<file path="src/rtl/motor_sequencer.sv">
`default_nettype none
`timescale 1ns/1ps
// ============================================================================
// Module   : motor_sequencer
// Purpose  : Drives N bidirectional motors one at a time with timed run/dead-time phases.
// Revision : 1.0
// ============================================================================
module motor_sequencer #(
    parameter int N_MOTORS     = 2,
    parameter int SEL_W        = 1,
    parameter int RUN_CYCLES   = 10,
    parameter int PAUSE_CYCLES = 5,
    parameter int CNT_W        = 8
) (
    input  logic                  clk,
    input  logic                  reset,
    input  logic                  stop,
    input  logic                  cmd_valid,
    input  logic [SEL_W-1:0]      cmd_motor,
    input  logic                  cmd_dir,
    input  logic                  cmd_seq,
    output logic                  cmd_ready,
    output logic [2*N_MOTORS-1:0] motor_dir,
    output logic [N_MOTORS-1:0]   motor_en,
    output logic                  led_idle,
    output logic                  led_run,
    output logic                  led_pause,
    output logic                  led_stop,
    output logic                  busy,
    output logic                  done,
    output logic                  cmd_err
);

    typedef enum logic [1:0] {
        S_IDLE  = 2'd0,
        S_RUN   = 2'd1,
        S_PAUSE = 2'd2,
        S_STOP  = 2'd3
    } state_t;

    localparam logic [CNT_W-1:0] c_RUN_LAST   = CNT_W'(RUN_CYCLES - 1);
    localparam logic [CNT_W-1:0] c_PAUSE_LAST = CNT_W'(PAUSE_CYCLES - 1);
    localparam logic [SEL_W-1:0] c_IDX_LAST   = SEL_W'(N_MOTORS - 1);

    state_t             r_state, w_state_nxt;
    logic [CNT_W-1:0]   r_cnt, w_cnt_nxt;
    logic [SEL_W-1:0]   r_idx, w_idx_nxt;
    logic [SEL_W-1:0]   r_steps, w_steps_nxt;
    logic               r_dir, w_dir_nxt;
    logic               r_seq, w_seq_nxt;
    logic               r_done, w_done_nxt;
    logic               r_err, w_err_nxt;
    logic               w_cmd_ok;

    assign w_cmd_ok = ({{(32-SEL_W){1'b0}}, cmd_motor} < 32'(N_MOTORS));

    always_ff @(posedge clk or negedge reset) begin
        if (!reset) begin
            r_state <= S_IDLE;
            r_cnt   <= '0;
            r_idx   <= '0;
            r_steps <= '0;
            r_dir   <= 1'b0;
            r_seq   <= 1'b0;
            r_done  <= 1'b0;
            r_err   <= 1'b0;
        end else begin
            r_state <= w_state_nxt;
            r_cnt   <= w_cnt_nxt;
            r_idx   <= w_idx_nxt;
            r_steps <= w_steps_nxt;
            r_dir   <= w_dir_nxt;
            r_seq   <= w_seq_nxt;
            r_done  <= w_done_nxt;
            r_err   <= w_err_nxt;
        end
    end

    always_comb begin
        w_state_nxt = r_state;
        w_cnt_nxt   = r_cnt;
        w_idx_nxt   = r_idx;
        w_steps_nxt = r_steps;
        w_dir_nxt   = r_dir;
        w_seq_nxt   = r_seq;
        w_done_nxt  = 1'b0;
        w_err_nxt   = 1'b0;
        // Stop outranks timer expiry and command acceptance in every state.
        if (stop) begin
            w_state_nxt = S_STOP;
            w_cnt_nxt   = '0;
            w_idx_nxt   = '0;
            w_steps_nxt = '0;
        end else begin
            case (r_state)
                S_IDLE: begin
                    if (cmd_valid && w_cmd_ok) begin
                        w_state_nxt = S_RUN;
                        w_idx_nxt   = cmd_motor;
                        w_dir_nxt   = cmd_dir;
                        w_seq_nxt   = cmd_seq;
                        w_steps_nxt = '0;
                        w_cnt_nxt   = '0;
                    end else if (cmd_valid) begin
                        w_err_nxt = 1'b1;
                    end
                end
                S_RUN: begin
                    if (r_cnt == c_RUN_LAST) begin
                        w_cnt_nxt   = '0;
                        w_state_nxt = S_PAUSE;
                    end else begin
                        w_cnt_nxt = r_cnt + CNT_W'(1);
                    end
                end
                S_PAUSE: begin
                    if (r_cnt == c_PAUSE_LAST) begin
                        w_cnt_nxt = '0;
                        if (r_seq && (r_steps != c_IDX_LAST)) begin
                            w_idx_nxt   = (r_idx == c_IDX_LAST) ? '0 : r_idx + SEL_W'(1);
                            w_steps_nxt = r_steps + SEL_W'(1);
                            w_state_nxt = S_RUN;
                        end else begin
                            w_state_nxt = S_IDLE;
                            w_done_nxt  = 1'b1;
                        end
                    end else begin
                        w_cnt_nxt = r_cnt + CNT_W'(1);
                    end
                end
                S_STOP: begin
                    w_state_nxt = S_IDLE;
                end
                default: begin
                    w_state_nxt = S_IDLE;
                end
            endcase
        end
    end

    always_comb begin
        motor_en  = '0;
        motor_dir = '0;
        for (int i = 0; i < N_MOTORS; i++) begin
            motor_en[i]      = (r_state == S_RUN) && (r_idx == SEL_W'(i));
            motor_dir[2*i]   = (r_state == S_RUN) && (r_idx == SEL_W'(i)) && !r_dir;
            motor_dir[2*i+1] = (r_state == S_RUN) && (r_idx == SEL_W'(i)) && r_dir;
        end
    end

    assign led_idle  = (r_state == S_IDLE);
    assign led_run   = (r_state == S_RUN);
    assign led_pause = (r_state == S_PAUSE);
    assign led_stop  = (r_state == S_STOP);
    assign busy      = led_run || led_pause;
    assign done      = r_done;
    assign cmd_err   = r_err;
    assign cmd_ready = led_idle && !stop && reset;

endmodule
`default_nettype wire

</file>
<file path="config.mk">
export PLATFORM = sky130hd
export DESIGN_NAME = motor_sequencer
export DESIGN_NICKNAME = d
export VERILOG_FILES = /design/src/rtl/motor_sequencer.sv
export SDC_FILE = /design/constraint.sdc
export NUM_CORES = 1
export LEC_CHECK = 0
export ABC_AREA = 1
export CAP_MARGIN = 25
export CORE_MARGIN = 4
export CORE_UTILIZATION = 25
export CTS_BUF_LIST = sky130_fd_sc_hd__clkbuf_8
export DETAILED_ROUTE_END_ITERATION = 12
export PLACE_DENSITY = 0.52
export SYNTH_ARGS = -nofsm -noshare
export SYNTH_HDL_FRONTEND = slang
export SYNTH_SLANG_ARGS = --single-unit
</file>
<file path="constraint.sdc">
create_clock -name clk -period 1.6 [get_ports clk]
set_input_delay 0.4 -clock clk [delete_from_list [all_inputs] [get_ports clk]]
set_output_delay 0.4 -clock clk [all_outputs]
set_load 0.01 [all_outputs]
</file>
-- Word-level counts from Yosys, hierarchy flattened
Index checks and enable logic that the tools add are counted.
- register bits after elaboration: 15
- output and inout bits: 14
- add/subtract/negate cells: 3
- equality and inequality tests: 9
- muxes and demuxes: 26
- bitwise gates (word level): 3
- reduce and logical (&&, ||, !) cells: 19
- operators by type and width (cell ; count):
    2-to-1 mux 8 bit ; 4
    case mux 8 bit (3 select lines) ; 1
    2-to-1 mux 1 bit ; 14
    logical AND 1 bit ; 9
    inequality test 3 x 2 -> 1 bit (second input constant) ; 3
    adder 8 x 1 -> 8 bit (second input constant) ; 1
    == test 8 x 3 -> 1 bit (second input constant) ; 1
    == test 8 x 4 -> 1 bit (second input constant) ; 1
    2-to-1 mux 2 bit ; 4
    case mux 2 bit (4 select lines) ; 1
    AND reduction 3 bit ; 2
    == test 2 bit (second input constant) ; 2
    case mux 1 bit (2 select lines) ; 2
    AND reduction 4 bit ; 1
    nonzero test 4 bit ; 1
    inequality test 3 bit (second input constant) ; 1
    inverter 1 bit ; 3
    nonzero test 3 bit ; 1
    adder 1 bit (second input constant) ; 2
    == test 2 x 1 -> 1 bit (second input constant) ; 1
    zero test 1 bit ; 2
    zero test 2 bit ; 1
    AND reduction 2 bit ; 1
    logical OR 1 bit ; 1

-- Logic depth before layout (Yosys ltp)
Gate-level depths: netlist (run 1).
- word-level depth: 6
- depth in mapped cells: 9

-- Worst setup path after synthesis (run 1)
Ideal clock, no wire load.
- path type: reg-to-output
- from: register r_state[1]
- to: output port motor_dir[1]
- data arrival time: 1117 ps
- required time: 1200 ps
- slack: 83 ps
- cell stages (with the launch flop): 5
- buffers on the path: 0
- cells stage by stage: dfrtp_1 -> inv_1 -> ha_1 -> inv_1 -> nor3_1
- longest elaborated chain between the ends: 3
- ends and longest elaborated chain (element ; RTL line ; source):
    from (decl) ; 45 ; state_t r_state, w_state_nxt;
    from (signal assigned) ; 68 ; r_state <= w_state_nxt;
    == test 2 x 1 -> 1 bit ; n/a ;
    named net led_run ; 26 ; output logic led_run,
    logical AND 1 bit (2 in series) ; 147 ; motor_dir[2*i+1] = (r_state == S_RUN) && (r_idx == SEL_W'(i)) && r_dir;
    to (decl) ; 23 ; output logic [2*N_MOTORS-1:0] motor_dir,
The timed path passes the listed nets, and every way through them passes these cells.

-- Final worst setup path (run 1)
- from: register r_state[1]
- to: output port cmd_ready
- longest elaborated chain between the ends: 3
- ends and longest elaborated chain (element ; RTL line ; source):
    zero test 2 bit ; 151 ; assign led_idle = (r_state == S_IDLE);
    logical AND 1 bit (2 in series) ; 158 ; assign cmd_ready = led_idle && !stop && reset;
    to (decl) ; 22 ; output logic cmd_ready,
Every way passes these cells.

==> impl_metrics.ini, run 1 <==
[outcome]
status = complete, no violations

[logic_synthesis]
synth-warning-count = 0
postSynthCellCount = 125
ys_top_cells_by_count = 18 x nand2_1, 17 x inv_1, 15 x dfrtp_1
async_reset_ff_share_pct = 100
yosysMostFrequentCell = nand2_1
synth.distinct_cells = 30
synth_top_cell_by_area = dfrtp_1
synth.avg_cell_area_um2 = 7.79
synth.area.top_cells = dfrtp_1 39%, ha_1 9.0%, nand2_1 6.9%, inv_1 6.6%, nor2_1 5.4%
synth-edff-count = 0
netlist_area_um2 = 973
ys_seq_area_share_pct = 38.6
synthFlopType = dfrtp_1
synth_top_area_share_pct = 38.6
ys_ff_latch = 15
synth_nets = 139

[die]
rows = 22
start_util_pct = 26.2
die-area_um2 = 4960
die_w_um = 70.4
core_um2 = 3720
die_h_um = 70.4
ios = 21

[power_and_ir_drop]
cellLeakagePower_nw = 0.689
p_seq_share_pct = 22.9
p_clk_share_pct = 12.6
comb_power_share_pct = 64.5
power.internal_mw = 1.36
power.switching_fraction_pct = 43.0
power.switching_mw = 1.03
ir_worst_vdd_uv = 475
powerDensity_nw_per_um2 = 1610

[setup_path]
cp_num_buf_inv = 3
timing.rr.start = r_state[1]$_DFFE_PN0P_
crit_path_end_kind = primary output
startpoint_type = flip-flop
reg2reg_depth = 11
crit_family = flip-flops
cpMostUsedCell = buf_6
cp.arrival_ps = 1190
cp.depth = 5
critPathSlowestCell = dfrtp_1
crit_fanout = 3
reg2reg_to = r_cnt[5]$_DFFE_PN0P_
cp_data_required_time_ps = 1200
critPathKind = flip-flop to primary output
ff2ff_setup_slack_ps = 60
crit_chain = inv_2 -> buf_6 -> ha_4 -> and3_4 -> buf_6
critPathMaxStageDelay_ps = 380

[drt]
drc = 0
vias_per_cell = 4.44
wl_per_cell_um = 11.6
via_count = 945
dr.pass1.iters = 4
drt-initial-drc-count = 19
ant_nets = 0
wl_um = 2460

[clocking]
cts_buffers = 3
tritoncts = yes
cts_buffer_depth = 2
holdBufCountCts = 0
clkTransAtPathRegs_ps = 60
root_buffer = clkbuf_8
post_cts_buffers = 0
clock-sinks = 15
h-tree-depth = 1
clk_latency_ps = 240

[global_route]
grt_usage_pct = 10.7
antenna_found_initial = 0
grt_pass1_wl_um = 4370
grt_max_degree = 16
overflow = 0
grt_pass1_vias = 999

[cells_and_area]
drive_gt1_share_pct = 40.6
syn2layout_area_growth_pct = 52.1
antenna_cells = 0
fin_area_um2 = 1480
nFillCells = 398
seqCellArea_um2 = 377
finalNetCount = 180
final_util_pct = 39.8
multi_input_area_um2 = 616

[sta]
grt_setup_unrepaired = true
fin_ws_ps = 8.35
finalCritPeriodShare_pct = 99.5
slew_viol_final = 0
holdWs_ps = 309
setup_viol = 0
min_period_ps = 1590
hold_viol = 0
fin_worst_skew_ps = 2.19
tns_ps = 0
fmax_mhz = 628

[min_path]
hold_class = input pin to asynchronous set/reset pin

[place]
io_buffers = 19
gp_congestion = 0.871
place_area_um2 = 1360
hpwlAfterDp_um = 1920
dp_slack_ps = -427

[job]
drv_cap = 0
flip-flops by register name (all words and copies together), names as in the netlist:
name,flops
r_dir,1
done,1
r_idx,1
r_cnt,8
r_state,2
r_seq,1
r_steps,1
power groups by stage:
stage                     Combinational, mW  Sequential (mW)  Clock (mW)
after floorplan                       0.645            0.526           0
after global placement                 1.29            0.524           0
after detailed placement               1.31            0.526           0
after CTS                              1.36            0.539       0.311
after global routing                   1.72            0.560       0.336
final                                  1.54            0.546       0.301
layout by cell type (no fill, tap or decap), drive strengths merged, types with 2 or more instances in the layout:
master / count
a21oi: 9
o21ai: 12
inv: 19
dfrtp: 15
nand4: 3
nand3: 10
xor2: 2
nor3: 2
clkbuf: 4
nand2: 20
dlygate4sd2: 2
ha: 7
buf: 30
clkdlybuf4s50: 5
nor2: 15
layout make-up:
type	instances	area share, %
Timing Repair Buffer	38	20.1
Clock buffer	3	2.79
Clock inverter	1	0.338
Tap cell	48	4.06
Inverter	19	5.66
Multi-Input combinational cell	89	41.6
Sequential cell	15	25.4
cells by family after synthesis:
| logic type | share of synthesized area (%) |
|---|---|
| AND/OR/NAND/NOR | 25.5 |
| AO/OA/AOI/OAI | 14.1 |
| buffers and inverters | 9.51 |
| flip-flops | 38.6 |
| adder cells (fa/ha/maj) | 9.00 |
| XOR/XNOR | 1.80 |
| other | 0.385 |
| multiplexers | 1.16 |
per-layer routing:
metal  share of wire, %  track usage, %  wire length (um)
met5                  0               0                 0
met3                5.0            2.01               122
met1                 48            14.4              1170
met4               0.65            3.19                16
met2                 47            17.3              1150
per-stage QoR:
stage          total power, mW  std cells
2_1_floorplan             1.17        125
3_3_place_gp              1.82        210
3_5_place_dp              1.84        210
4_1_cts                   2.21        213
5_1_grt                   2.62        213
6_report                  2.39        213
what timing repair did:
action	4_1_cts	5_1_grt
cloned	0	0
hold endpoints to repair	0	0
endpoints found under the setup margin	21	20
pin swaps	5	5
gates resized for setup	69	23
worst max path at each step:
stage / start / to / slack [ps]
4_1_cts: r_state[0]$_DFFE_PN0P_ / cmd_ready / -20
3_3_place_gp: reset / cmd_ready / -420
6_report: r_state[1]$_DFFE_PN0P_ / cmd_ready / 8
5_1_grt: r_state[1]$_DFFE_PN0P_ / motor_dir[1] / -70
2_1_floorplan: r_state[1]$_DFFE_PN0P_ / motor_dir[1] / 80
3_5_place_dp: reset / cmd_ready / -430
Power figures use the tool's default switching activity.
==> inputs of run 2 (changes only) <==
--- a/config.mk
+++ b/config.mk
@@ -7,11 +7,14 @@
 export LEC_CHECK = 0
 export ABC_AREA = 1
 export CAP_MARGIN = 25
+export CELL_PAD_IN_SITES_DETAIL_PLACEMENT = 1
+export CELL_PAD_IN_SITES_GLOBAL_PLACEMENT = 1
 export CORE_MARGIN = 4
-export CORE_UTILIZATION = 25
+export CORE_UTILIZATION = 37
 export CTS_BUF_LIST = sky130_fd_sc_hd__clkbuf_8
 export DETAILED_ROUTE_END_ITERATION = 12
-export PLACE_DENSITY = 0.52
+export MAX_ROUTING_LAYER = met4
+export PLACE_DENSITY = 0.87
 export SYNTH_ARGS = -nofsm -noshare
 export SYNTH_HDL_FRONTEND = slang
 export SYNTH_SLANG_ARGS = --single-unit
==> impl_metrics.ini, run 2 (synthesis gave the netlist of run 1 again) <==
[power_and_ir_drop]
cellLeakagePower_nw = 0.714
power.switching_mw = 1.19
powerDensity_nw_per_um2 = 1710
power.internal_mw = 1.42
comb_power_share_pct = 66.0
p_seq_share_pct = 22.1
ir_worst_vdd_uv = 1310
power_mw = 2.61
power.switching_fraction_pct = 45.5
p_clk_share_pct = 11.9

[global_route]
grt_pass1_wl_um = 5310
overflow = 0
antenna_found_initial = 0
grt_usage_pct = 20.4
grt_pass1_vias = 1206
grt_max_degree = 16

[cells_and_area]
finalNetCount = 180
seqCellArea_um2 = 377
reg.largest.list = r_cnt: 8 flops, r_state: 2 flops
largest_reg_flops = 8
layout_commonest_cell = nand2_1
antenna_cells = 0
syn2layout_area_growth_pct = 56.8
fin_area_um2 = 1530
nFillCells = 299
top_register = r_cnt
multi_input_area_um2 = 652
final_cell_mix = 15 x nand2_1, 14 x dfrtp_1, 14 x buf_4
drive_gt1_share_pct = 44.2

[clocking]
cts_buffer_depth = 2
cts_buffers = 3
clkTransAtPathRegs_ps = 60
tritoncts = yes
clk_latency_ps = 250
clock-sinks = 15
h-tree-depth = 1
root_buffer = clkbuf_8

[sta]
setup_viol = 5
fin_worst_skew_ps = 3.03
fmax_mhz = 612
grt_setup_unrepaired = true
finalCritPeriodShare_pct = 102
tns_ps = -80.1
fin_ws_ps = -34.9
min_period_ps = 1630
hold_viol = 0
slew_viol_final = 0

[place]
place_area_um2 = 1330
io_buffers = 19
hpwlAfterDp_um = 2310
dp_slack_ps = -400
gp_congestion = 0.856

[setup_path]
crit_fanout = 3
cp.arrival_ps = 1230
critPathSlowestCell = dfrtp_1
cp_num_buf_inv = 3
critPathKind = flip-flop to primary output
critPathMaxStageDelay_ps = 390
crit_chain = inv_2 -> buf_6 -> ha_4 -> and3_4 -> buf_6
crit_family = flip-flops
crit_path_end_kind = primary output
startpoint_type = flip-flop
cp_data_required_time_ps = 1200
cpMostUsedCell = buf_6

[drt]
drt-initial-drc-count = 17
wl_um = 3250
vias_per_cell = 5.32
via_count = 1037
drc = 0
ant_nets = 0
dr.pass1.iters = 2
wl_per_cell_um = 16.7

[die]
die_h_um = 59.3
start_util_pct = 38.9
die-area_um2 = 3520
die_w_um = 59.3
rows = 18
core_um2 = 2500
ios = 21

[min_path]
hold_class = input pin to asynchronous set/reset pin

[outcome]
status = finished, violations left
violations = setup timing

[job]
drv_cap = 0
==> run 2: cell types whose count changed in the layout (fill, tap and decap cells not counted), moves of 2 or more <==
| cell | delta |
|---|---|
| nor2_1 | -4 |
| buf_6 | +4 |
| nor2_2 | +3 |
| nand2_2 | -2 |
| nand2_4 | +3 |
| inv_4 | +2 |
| buf_2 | -4 |
==> run 2: timing repair <==
| item | 4_1_cts | 5_1_grt |
|---|---|---|
| hold buffers | 0 | 0 |
| gates cloned | 1 | 0 |
| resized for setup | 76 | 30 |
| pin swaps | 6 | 9 |
| setup buffers | 1 | 0 |
| setup endpoints to repair | 24 | 21 |
==> run 2: power by group through the flow <==
| stage | clock [mW] | sequential [mW] | combinational, mW |
|---|---|---|---|
| after global placement | 0 | 0.529 | 1.28 |
| final | 0.311 | 0.576 | 1.72 |
| after global routing | 0.338 | 0.590 | 1.86 |
| after CTS | 0.319 | 0.551 | 1.44 |
| after floorplan | 0 | 0.526 | 0.645 |
| after detailed placement | 0 | 0.537 | 1.35 |
==> run 2: path summary, 6_finish.rpt <==
kind / start / end / slack (ps) / cells after the start
worst min register to register: r_seq$_DFFE_PN0P_ / r_seq$_DFFE_PN0P_ / 510 / 1
max in group asynchronous: reset / r_state[0]$_DFFE_PN0P_ / 890 / 2
worst max-delay path: r_state[1]$_DFFE_PN0P_ / cmd_ready / -30 / 5
min in group clk: r_seq$_DFFE_PN0P_ / r_seq$_DFFE_PN0P_ / 510 / 1
worst min-delay path: reset / r_idx$_DFFE_PN0P_ / 510 / 2
worst max register to register: r_state[0]$_DFFE_PN0P_ / r_steps$_DFFE_PN0P_ / 60 / 10
==> run 2: routing by layer <==
metal	part of all wire [%]	track usage, %
met5	0	-
met2	55	37.6
met1	38	21.8
met3	4.4	3.27
met4	2.3	6.80
==> run 2: area by class of cell <==
cell class	instances	share of cell area (%)
multi-input combinational	89	42.7
sequential	15	24.7
timing repair buffer	37	21.1
inverter	19	5.66
clock buffer	3	2.70
tap	30	2.46
timing repair inverter	1	0.410
clock inverter	1	0.328
==> run 2: through the flow <==
step,util [%],std cells,hold slack (ps)
after floorplan,-,125,104
after global placement,53.3,192,477
after detailed placement,53.3,192,498
after CTS,56.5,195,513
after global routing,61.1,195,534
final,61.1,195,509
